`config.mk`:
```
export PLATFORM = sky130hd
export DESIGN_NAME = alu_seq
export DESIGN_NICKNAME = d
export VERILOG_FILES = /design/src/rtl/alu_pkg.sv /design/src/rtl/alu_muldiv_iter.sv /design/src/rtl/alu_seq.sv
export SDC_FILE = /design/constraint.sdc
export NUM_CORES = 1
export LEC_CHECK = 0
export ABC_AREA = 0
export BUFFER_PORTS_ARGS = -buffer_cell sky130_fd_sc_hd__buf_4
export CORE_UTILIZATION = 57
export CTS_CLUSTER_SIZE = 40
export DETAILED_ROUTE_END_ITERATION = 12
export PLACE_DENSITY = 0.79
export SLEW_MARGIN = 40
export SYNTH_ARGS = -nofsm -noshare
export SYNTH_HDL_FRONTEND = slang
export SYNTH_SLANG_ARGS = --single-unit
```
`constraint.sdc`:
```
create_clock -name clk -period 5.85 [get_ports clk]
set_clock_uncertainty 0.15 [all_clocks]
set_input_delay 0.8775 -clock clk [delete_from_list [all_inputs] [get_ports clk]]
set_output_delay 0.8775 -clock clk [all_outputs]
set_load 0.1 [all_outputs]
```
`src/rtl/alu_pkg.sv`:
```
// alu_pkg: operation encoding and FSM state type shared by the ALU control
// decoder (producer of selec) and alu_seq (consumer of selec).
package alu_pkg;

    localparam logic [2:0] ALU_ADD  = 3'd0;
    localparam logic [2:0] ALU_SUB  = 3'd1;
    localparam logic [2:0] ALU_OR   = 3'd2;
    localparam logic [2:0] ALU_AND  = 3'd3;
    localparam logic [2:0] ALU_SLT  = 3'd4;
    localparam logic [2:0] ALU_MULT = 3'd5;
    localparam logic [2:0] ALU_DIV  = 3'd6;
    localparam logic [2:0] ALU_NOP  = 3'd7;

    typedef enum logic [1:0] {
        S_IDLE,
        S_MUL,
        S_DIV
    } state_t;

endpackage

```
`src/rtl/alu_muldiv_iter.sv`:
```
// alu_muldiv_iter: iterative unsigned multiply / restoring divide datapath,
// one bit per clock.
//   clk, rst   clock, async active-high reset (clears all state)
//   load       capture a/b and arm the counter with WIDTH
//   div_mode   1 = divide step, 0 = multiply step (selects the step logic)
//   a, b       operands (a = multiplier / dividend, b = multiplicand / divisor)
//   last       high during the final step (counter == 1)
//   nxt_hi     value hi takes at the coming step (product high / remainder)
//   nxt_lo     value lo takes at the coming step (product low / quotient)
// Both operations share the same {hi, lo} register pair: lo starts as a and
// is consumed one bit per step while the result bits shift in.
module alu_muldiv_iter import alu_pkg::*; #(
    parameter int WIDTH = 32
) (
    input  logic             clk,
    input  logic             rst,
    input  logic             load,
    input  logic             div_mode,
    input  logic [WIDTH-1:0] a,
    input  logic [WIDTH-1:0] b,
    output logic             last,
    output logic [WIDTH-1:0] nxt_hi,
    output logic [WIDTH-1:0] nxt_lo
);

    localparam int CNT_W = $clog2(WIDTH + 1);

    logic [CNT_W-1:0] cnt;
    logic [WIDTH-1:0] acc;
    logic [WIDTH-1:0] lo;
    logic [WIDTH-1:0] opb;
    logic [WIDTH:0]   sum;
    logic [WIDTH:0]   shifted;
    logic [WIDTH:0]   trial;

    assign last = (cnt == CNT_W'(1));

    always_comb begin
        // Multiply: conditionally add multiplicand, then shift {sum, lo} right.
        sum     = {1'b0, acc} + ({1'b0, opb} & {(WIDTH + 1){lo[0]}});
        // Divide: bring the next dividend bit into the partial remainder.
        // shifted <= 2*divisor-1, so a non-negative trial always fits WIDTH bits
        // and trial[WIDTH] is a clean borrow flag.
        shifted = {acc, lo[WIDTH-1]};
        trial   = shifted - {1'b0, opb};
        if (div_mode) begin
            if (!trial[WIDTH]) begin
                nxt_hi = trial[WIDTH-1:0];
                nxt_lo = {lo[WIDTH-2:0], 1'b1};
            end else begin
                nxt_hi = shifted[WIDTH-1:0];
                nxt_lo = {lo[WIDTH-2:0], 1'b0};
            end
        end else begin
            nxt_hi = sum[WIDTH:1];
            nxt_lo = {sum[0], lo[WIDTH-1:1]};
        end
    end

    always_ff @(posedge clk or posedge rst) begin
        if (rst) begin
            cnt <= '0;
            acc <= '0;
            lo  <= '0;
            opb <= '0;
        end else if (load) begin
            cnt <= CNT_W'(WIDTH);
            acc <= '0;
            lo  <= a;
            opb <= b;
        end else if (cnt != '0) begin
            cnt <= cnt - CNT_W'(1);
            acc <= nxt_hi;
            lo  <= nxt_lo;
        end
    end

endmodule

```
`src/rtl/alu_seq.sv`:
```
// alu_seq: multi-cycle EX-stage execution unit.
//   clk, rst   clock, async active-high reset
//   start      request, accepted on an edge where ready=1
//   selec      operation code (alu_pkg ALU_*), sampled at accept
//   A, B       operands, sampled at accept
//   ready      1 while idle; the pipeline stalls while it is low
//   done       registered one-cycle pulse per completed operation
//   result     main result / low product word / quotient
//   hi         high product word / remainder; untouched by other ops
//   zero       registered (result == 0), updated together with result
// Single-cycle ops complete at the accept edge; mult/div run WIDTH steps in
// alu_muldiv_iter and complete on the edge the step counter reaches zero.
module alu_seq import alu_pkg::*; #(
    parameter int WIDTH = 32
) (
    input  logic             clk,
    input  logic             rst,
    input  logic             start,
    input  logic [2:0]       selec,
    input  logic [WIDTH-1:0] A,
    input  logic [WIDTH-1:0] B,
    output logic             ready,
    output logic             done,
    output logic [WIDTH-1:0] result,
    output logic [WIDTH-1:0] hi,
    output logic             zero
);

    state_t           state_q, state_d;
    logic             load;
    logic             wr_res;
    logic             wr_hi;
    logic             done_d;
    logic [WIDTH-1:0] res_d;
    logic [WIDTH-1:0] hi_d;
    logic             last;
    logic [WIDTH-1:0] nxt_hi;
    logic [WIDTH-1:0] nxt_lo;

    assign ready = (state_q == S_IDLE);

    alu_muldiv_iter #(.WIDTH(WIDTH)) u_iter (
        .clk      (clk),
        .rst      (rst),
        .load     (load),
        .div_mode (state_q == S_DIV),
        .a        (A),
        .b        (B),
        .last     (last),
        .nxt_hi   (nxt_hi),
        .nxt_lo   (nxt_lo)
    );

    always_ff @(posedge clk or posedge rst) begin
        if (rst) state_q <= S_IDLE;
        else     state_q <= state_d;
    end

    always_comb begin
        state_d = state_q;
        load    = 1'b0;
        wr_res  = 1'b0;
        wr_hi   = 1'b0;
        done_d  = 1'b0;
        res_d   = result;
        hi_d    = hi;
        case (state_q)
            S_IDLE: begin
                if (start) begin
                    done_d = 1'b1;
                    case (selec)
                        ALU_ADD: begin wr_res = 1'b1; res_d = A + B; end
                        ALU_SUB: begin wr_res = 1'b1; res_d = A - B; end
                        ALU_OR:  begin wr_res = 1'b1; res_d = A | B; end
                        ALU_AND: begin wr_res = 1'b1; res_d = A & B; end
                        ALU_SLT: begin
                            wr_res = 1'b1;
                            res_d  = {{(WIDTH-1){1'b0}}, ($signed(A) < $signed(B))};
                        end
                        ALU_MULT: begin
                            state_d = S_MUL;
                            load    = 1'b1;
                            done_d  = 1'b0;
                        end
                        ALU_DIV: begin
                            if (B == '0) begin
                                // Divide by zero resolves immediately: all-ones quotient, remainder = A.
                                wr_res = 1'b1;
                                wr_hi  = 1'b1;
                                res_d  = '1;
                                hi_d   = A;
                            end else begin
                                state_d = S_DIV;
                                load    = 1'b1;
                                done_d  = 1'b0;
                            end
                        end
                        default: ;  // NOP: pulse done only
                    endcase
                end
            end
            S_MUL, S_DIV: begin
                if (last) begin
                    state_d = S_IDLE;
                    wr_res  = 1'b1;
                    wr_hi   = 1'b1;
                    done_d  = 1'b1;
                    res_d   = nxt_lo;
                    hi_d    = nxt_hi;
                end
            end
            default: state_d = S_IDLE;
        endcase
    end

    always_ff @(posedge clk or posedge rst) begin
        if (rst) begin
            done   <= 1'b0;
            result <= '0;
            hi     <= '0;
            zero   <= 1'b1;
        end else begin
            done <= done_d;
            if (wr_res) begin
                result <= res_d;
                zero   <= (res_d == '0);
            end
            if (wr_hi) hi <= hi_d;
        end
    end

endmodule

```
==> summary by stage <==
Synthesis
In this run, synthesis inferred 0 flip-flops with an integrated enable. The summed instance area of the synthesized netlist is 18,200 sq um. The warning count from the yosys run is 0.

Of all flip-flops after synthesis, the portion carrying an async set or reset was 100%. The number of nets in the synthesized netlist is 2,733. The share of synthesized area occupied by flip-flops and latches is 23.3%. After technology mapping, the gate count stands at 2,486. The flip-flop cell with the highest count after synthesis is dfrtp_1. Averaged over all synthesized cells, the footprint is 7.34 sq um. Synthesis instantiated 91 different standard cells from the library.

The flop and latch count out of synthesis is 170.

CTS
The number of clock buffers added by TritonCTS is 17. The maximum level of the CTS H-tree is 4. The number of hold buffers added after CTS was 0.

Counting along the longest clock path gives a buffer depth of 2. The TritonCTS clock tree is done. The count of instances resized after the clock tree is built is 0. The insertion delay to the later sink of the worst-skew pair is 0.48 ns. Clock-pin slew was measured on the worst setup and hold paths at 0.09 ns. The tree is rooted in a clkbuf_16. The count of buffers added by post-CTS timing repair for setup is 0.

The clock net in this run drives a total of 170 sinks.

Worst setup path
The worst flop-to-flop path endpoint is u_iter.acc[25]. The setup path with the least slack is of type flop to flop. The largest fanout of any net on the critical path is 32. Walking the worst path, the cells encountered are inv_1 > ha_1 > inv_1 > fa_1 > a211oi_1 > nor2_1 > o31ai_1 > a21oi_1 > o31ai_1 > a31oi_1 > a211oi_2 > xor2_2 > buf_12 > or3_1 > mux2i_1 > a311oi_1 > a21oi_1. The start of the worst register-to-register path is u_iter.lo[31]. The kind of launch point of the worst setup path is a flop.

The kind of cell with the highest combined delay along the critical path is compound AO/OA/AOI/OAI gates. The critical path contains buffers and inverters numbering 3 combined. The logic depth of the worst register-to-register path is 17. In this design, the stage delay of the slowest critical-path cell is 0.59 ns.

The slowest cell on the critical path is a311oi_1. The signal arrival time at the worst endpoint is 5.45 ns. The critical path data required time is 6.02 ns. The worst setup path is captured at a flop. The setup check on the worst reg-to-reg path leaves a slack of 0.57 ns. The critical path starts at u_iter.lo[31].

Global routing
The global-route congestion overflow total is 0. The number of antenna violations at the first check in global routing is 0. The maximum number of pins on one net before global-route repair is 105. The number of global-route vias before repair is 18.3k. The first-pass GRT wire length is 109 mm. Global routing used 43.3% of the available tracks across all layers.

Power and ir drop
IR analysis of the VDD net gives a maximum drop of 0.520 mV. In this run, the clock network consumes 9.1% of the power. The net switching component of the power is 7.73 mW.

The reported leakage power is 9.38 nW. The internal portion of total power is 5.63 mW. The proportion of total power due to net switching is 57.8%. The power per unit of standard cell area is 659 nW/um^2. In this run, the combinational gates consume 72.9% of the power. Sequential cells account for 18.0% of the total power.

Routing
The starting DRC count in detailed routing is 2,553. Using the TritonRoute via totals, the vias-per-cell ratio works out to 6.74. The detailed-route wire length per cell is 24.1 microns. The DRC violations left is 0. Wires add up to 71.3 mm. The number of nets with antenna violations after detailed routing is 0.

The first detailed-routing pass took 6 iterations. The final route contains 19.9k vias.

Job
Across the run, the number of max-cap violations was 0.

Timing
The shortest period the worst path allows is 5.28 ns. The hold slack is 0.298 ns. The transition at the pin with the smallest max-transition slack is 0.838 ns.

Adding up every negative setup slack in the final design gives 0 ns. Setup violations remaining at the end of the flow were counted as 0. The number of pins exceeding their max-slew limit in the final report is 0.

Setup repair after global routing left no endpoint under its margin. The share of the cycle needed by the critical path after routing is 90.2%. The maximum frequency from static timing analysis is 189 MHz. The total count of hold-check failures in the final report was 0. Headroom to the max-slew limit came out at 44.0%.

Hold path
The worst min-delay path category is primary input to async pin.

Finish
The fraction of layout instances using a drive strength above 1 is 10.4%. The sequential standard cell area is 4260 sq um. For this run, the post-layout net count is 2,786. The repair_antennas step left the layout with diodes totalling 0. Compared with the post-synthesis result, the final layout area differs by 11.2%. Fill cells in the final layout number 2,770.

The final non-filler cell total is 2,954. The multi-input combinational cell area is 12,900 sq um. After routing the design area is 20,300 sq um.

Floorplan
The initial core utilization is 57.8%. In this run the vertical extent of the chip is 181 microns. The total area inside the core boundary comes to 31,600 sq um. For this design the top-level I/O count stands at 137.

The number of rows created at floorplan is 65. The die area is 32,700 sq um. In this run the horizontal extent of the chip is 181 microns.

Place
The number of port buffers is 136. The detailed placer's ending HPWL is 54.3 mm. The final weighted congestion in routability-driven placement is 1.03. The area after detailed placement is 19,700 sq um. In this run, placement finished with an instance count of 2,922.

Outcome
The flow ran to the end, and the final reports show no timing, DRC or antenna violations.
## final cells by class
class	instances	share of cell area, %
clock buffer	17	2.10
clock inverter	15	0.882
inverter	152	2.85
multi-input combinational	2015	63.8
sequential	170	21.0
tap	402	2.48
timing repair buffer	183	6.90
## layout by cell type, fill, tap and decap left out, types with 46 or more instances in the layout
| master | synthesis | layout |
|---|---|---|
| o211ai_1 | 65 | 65 |
| o21ai_0 | 258 | 258 |
| a21o_1 | 63 | 63 |
| xnor2_1 | 60 | 59 |
| dfrtp_1 | 169 | 169 |
| nor3_1 | 46 | 46 |
| nand3_1 | 53 | 52 |
| nor2_1 | 208 | 206 |
| inv_1 | 151 | 149 |
| ha_1 | 173 | 171 |
| a21oi_1 | 216 | 216 |
| mux2i_1 | 59 | 59 |
| buf_4 | 2 | 181 |
| nand2_1 | 318 | 317 |
## registers in the layout (all words and copies together) (netlist names)
| name | flops |
|---|---|
| u_iter.cnt | 6 |
| hi | 32 |
| u_iter.acc | 32 |
| result | 32 |
| zero | 1 |
| u_iter.opb | 32 |
| state_q | 2 |
| u_iter.lo | 32 |
| done | 1 |
## cell usage after synthesis (7+ instances only)
cell type  instances  area, sq um
a2111oi_0          8         70.1
a211oi_1          24          180
a21o_1            63          473
a21oi_1          216         1080
a221oi_1          12          105
a31oi_1           44          275
and2_1            44          275
and3_1            22          138
buf_1             15         56.3
buf_2             14         70.1
clkbuf_1         117          439
dfrtp_1          169         4230
ha_1             173         2160
inv_1            151          567
mux2_2             8         90.1
mux2i_1           59          591
nand2_1          318         1190
nand2b_1          24          150
nand3_1           53          265
nand4_1           19          119
nor2_1           208          781
nor2b_1           23          144
nor3_1            46          230
nor4_1            23          144
o2111ai_1          7         61.3
o211ai_1          65          488
o21a_1            16          120
o21ai_0          258         1290
o21ai_1           17         85.1
o21bai_1          13         97.6
o221ai_1           7         61.3
o22ai_1            8         50.1
o31ai_1           18          135
o32ai_1            7         61.3
or3_1             12         75.1
or4_1              8         60.1
xnor2_1           60          526
xor2_1            21          184
## stage by stage
stage	power, mW	setup WS (ns)	util (%)
2_1_floorplan	9.28	0.221	-
3_3_place_gp	11.6	0.690	62.2
3_5_place_dp	11.8	0.608	62.3
4_1_cts	13.1	0.584	64.2
5_1_grt	14.2	0.316	64.3
6_report	13.4	0.572	64.3
## worst max-delay path by stage
stage | endpoint | cells past startpoint
finish | u_iter.acc[25] | 17
global route | u_iter.acc[25] | 17
CTS | u_iter.acc[25] | 17
detailed placement | u_iter.acc[25] | 17
global placement | u_iter.acc[25] | 17
floorplan | done | 1
## cell families after synthesis
logic type,after synthesis,share of synthesized area [%]
AO/OA/AOI/OAI,855,29.0
AND/OR/NAND/NOR,835,21.3
adder cells (fa/ha/maj),177,12.3
flip-flops,170,23.3
multiplexers,67,3.73
XOR/XNOR,81,3.89
buffers and inverters,301,6.37
## power groups by stage
stage / Sequential [mW] / Combinational [mW] / Clock [mW]
after floorplan: 3.56 / 5.72 / 0
after global placement: 2.37 / 9.26 / 0
after detailed placement: 2.38 / 9.42 / 0
after CTS: 2.36 / 9.48 / 1.22
after global routing: 2.45 / 10.5 / 1.26
final: 2.40 / 9.74 / 1.22
## worst reg2reg max path, stage by stage (launching register included)
cell      delay, ns
dfrtp_1        0.45
inv_1          0.09
ha_1           0.20
inv_1          0.07
fa_1           0.42
a211oi_1       0.23
nor2_1         0.11
o31ai_1        0.30
a21oi_1        0.17
o31ai_1        0.37
a31oi_1        0.32
a211oi_2       0.53
xor2_2         0.53
buf_12         0.28
or3_1          0.14
mux2i_1        0.06
a311oi_1       0.59
a21oi_1        0.13
## routing by layer
layer	wire length, microns	share of wire [%]	track usage, %	vias to the layer above
met1	29600	42	60.3	9497
met3	7720	11	8.00	193
met4	2970	4.2	16.6	0
met5	0	0	0	-
met2	31000	43	66.3	1219
li1	-	-	-	9010
(Power assumes the default switching activity.)
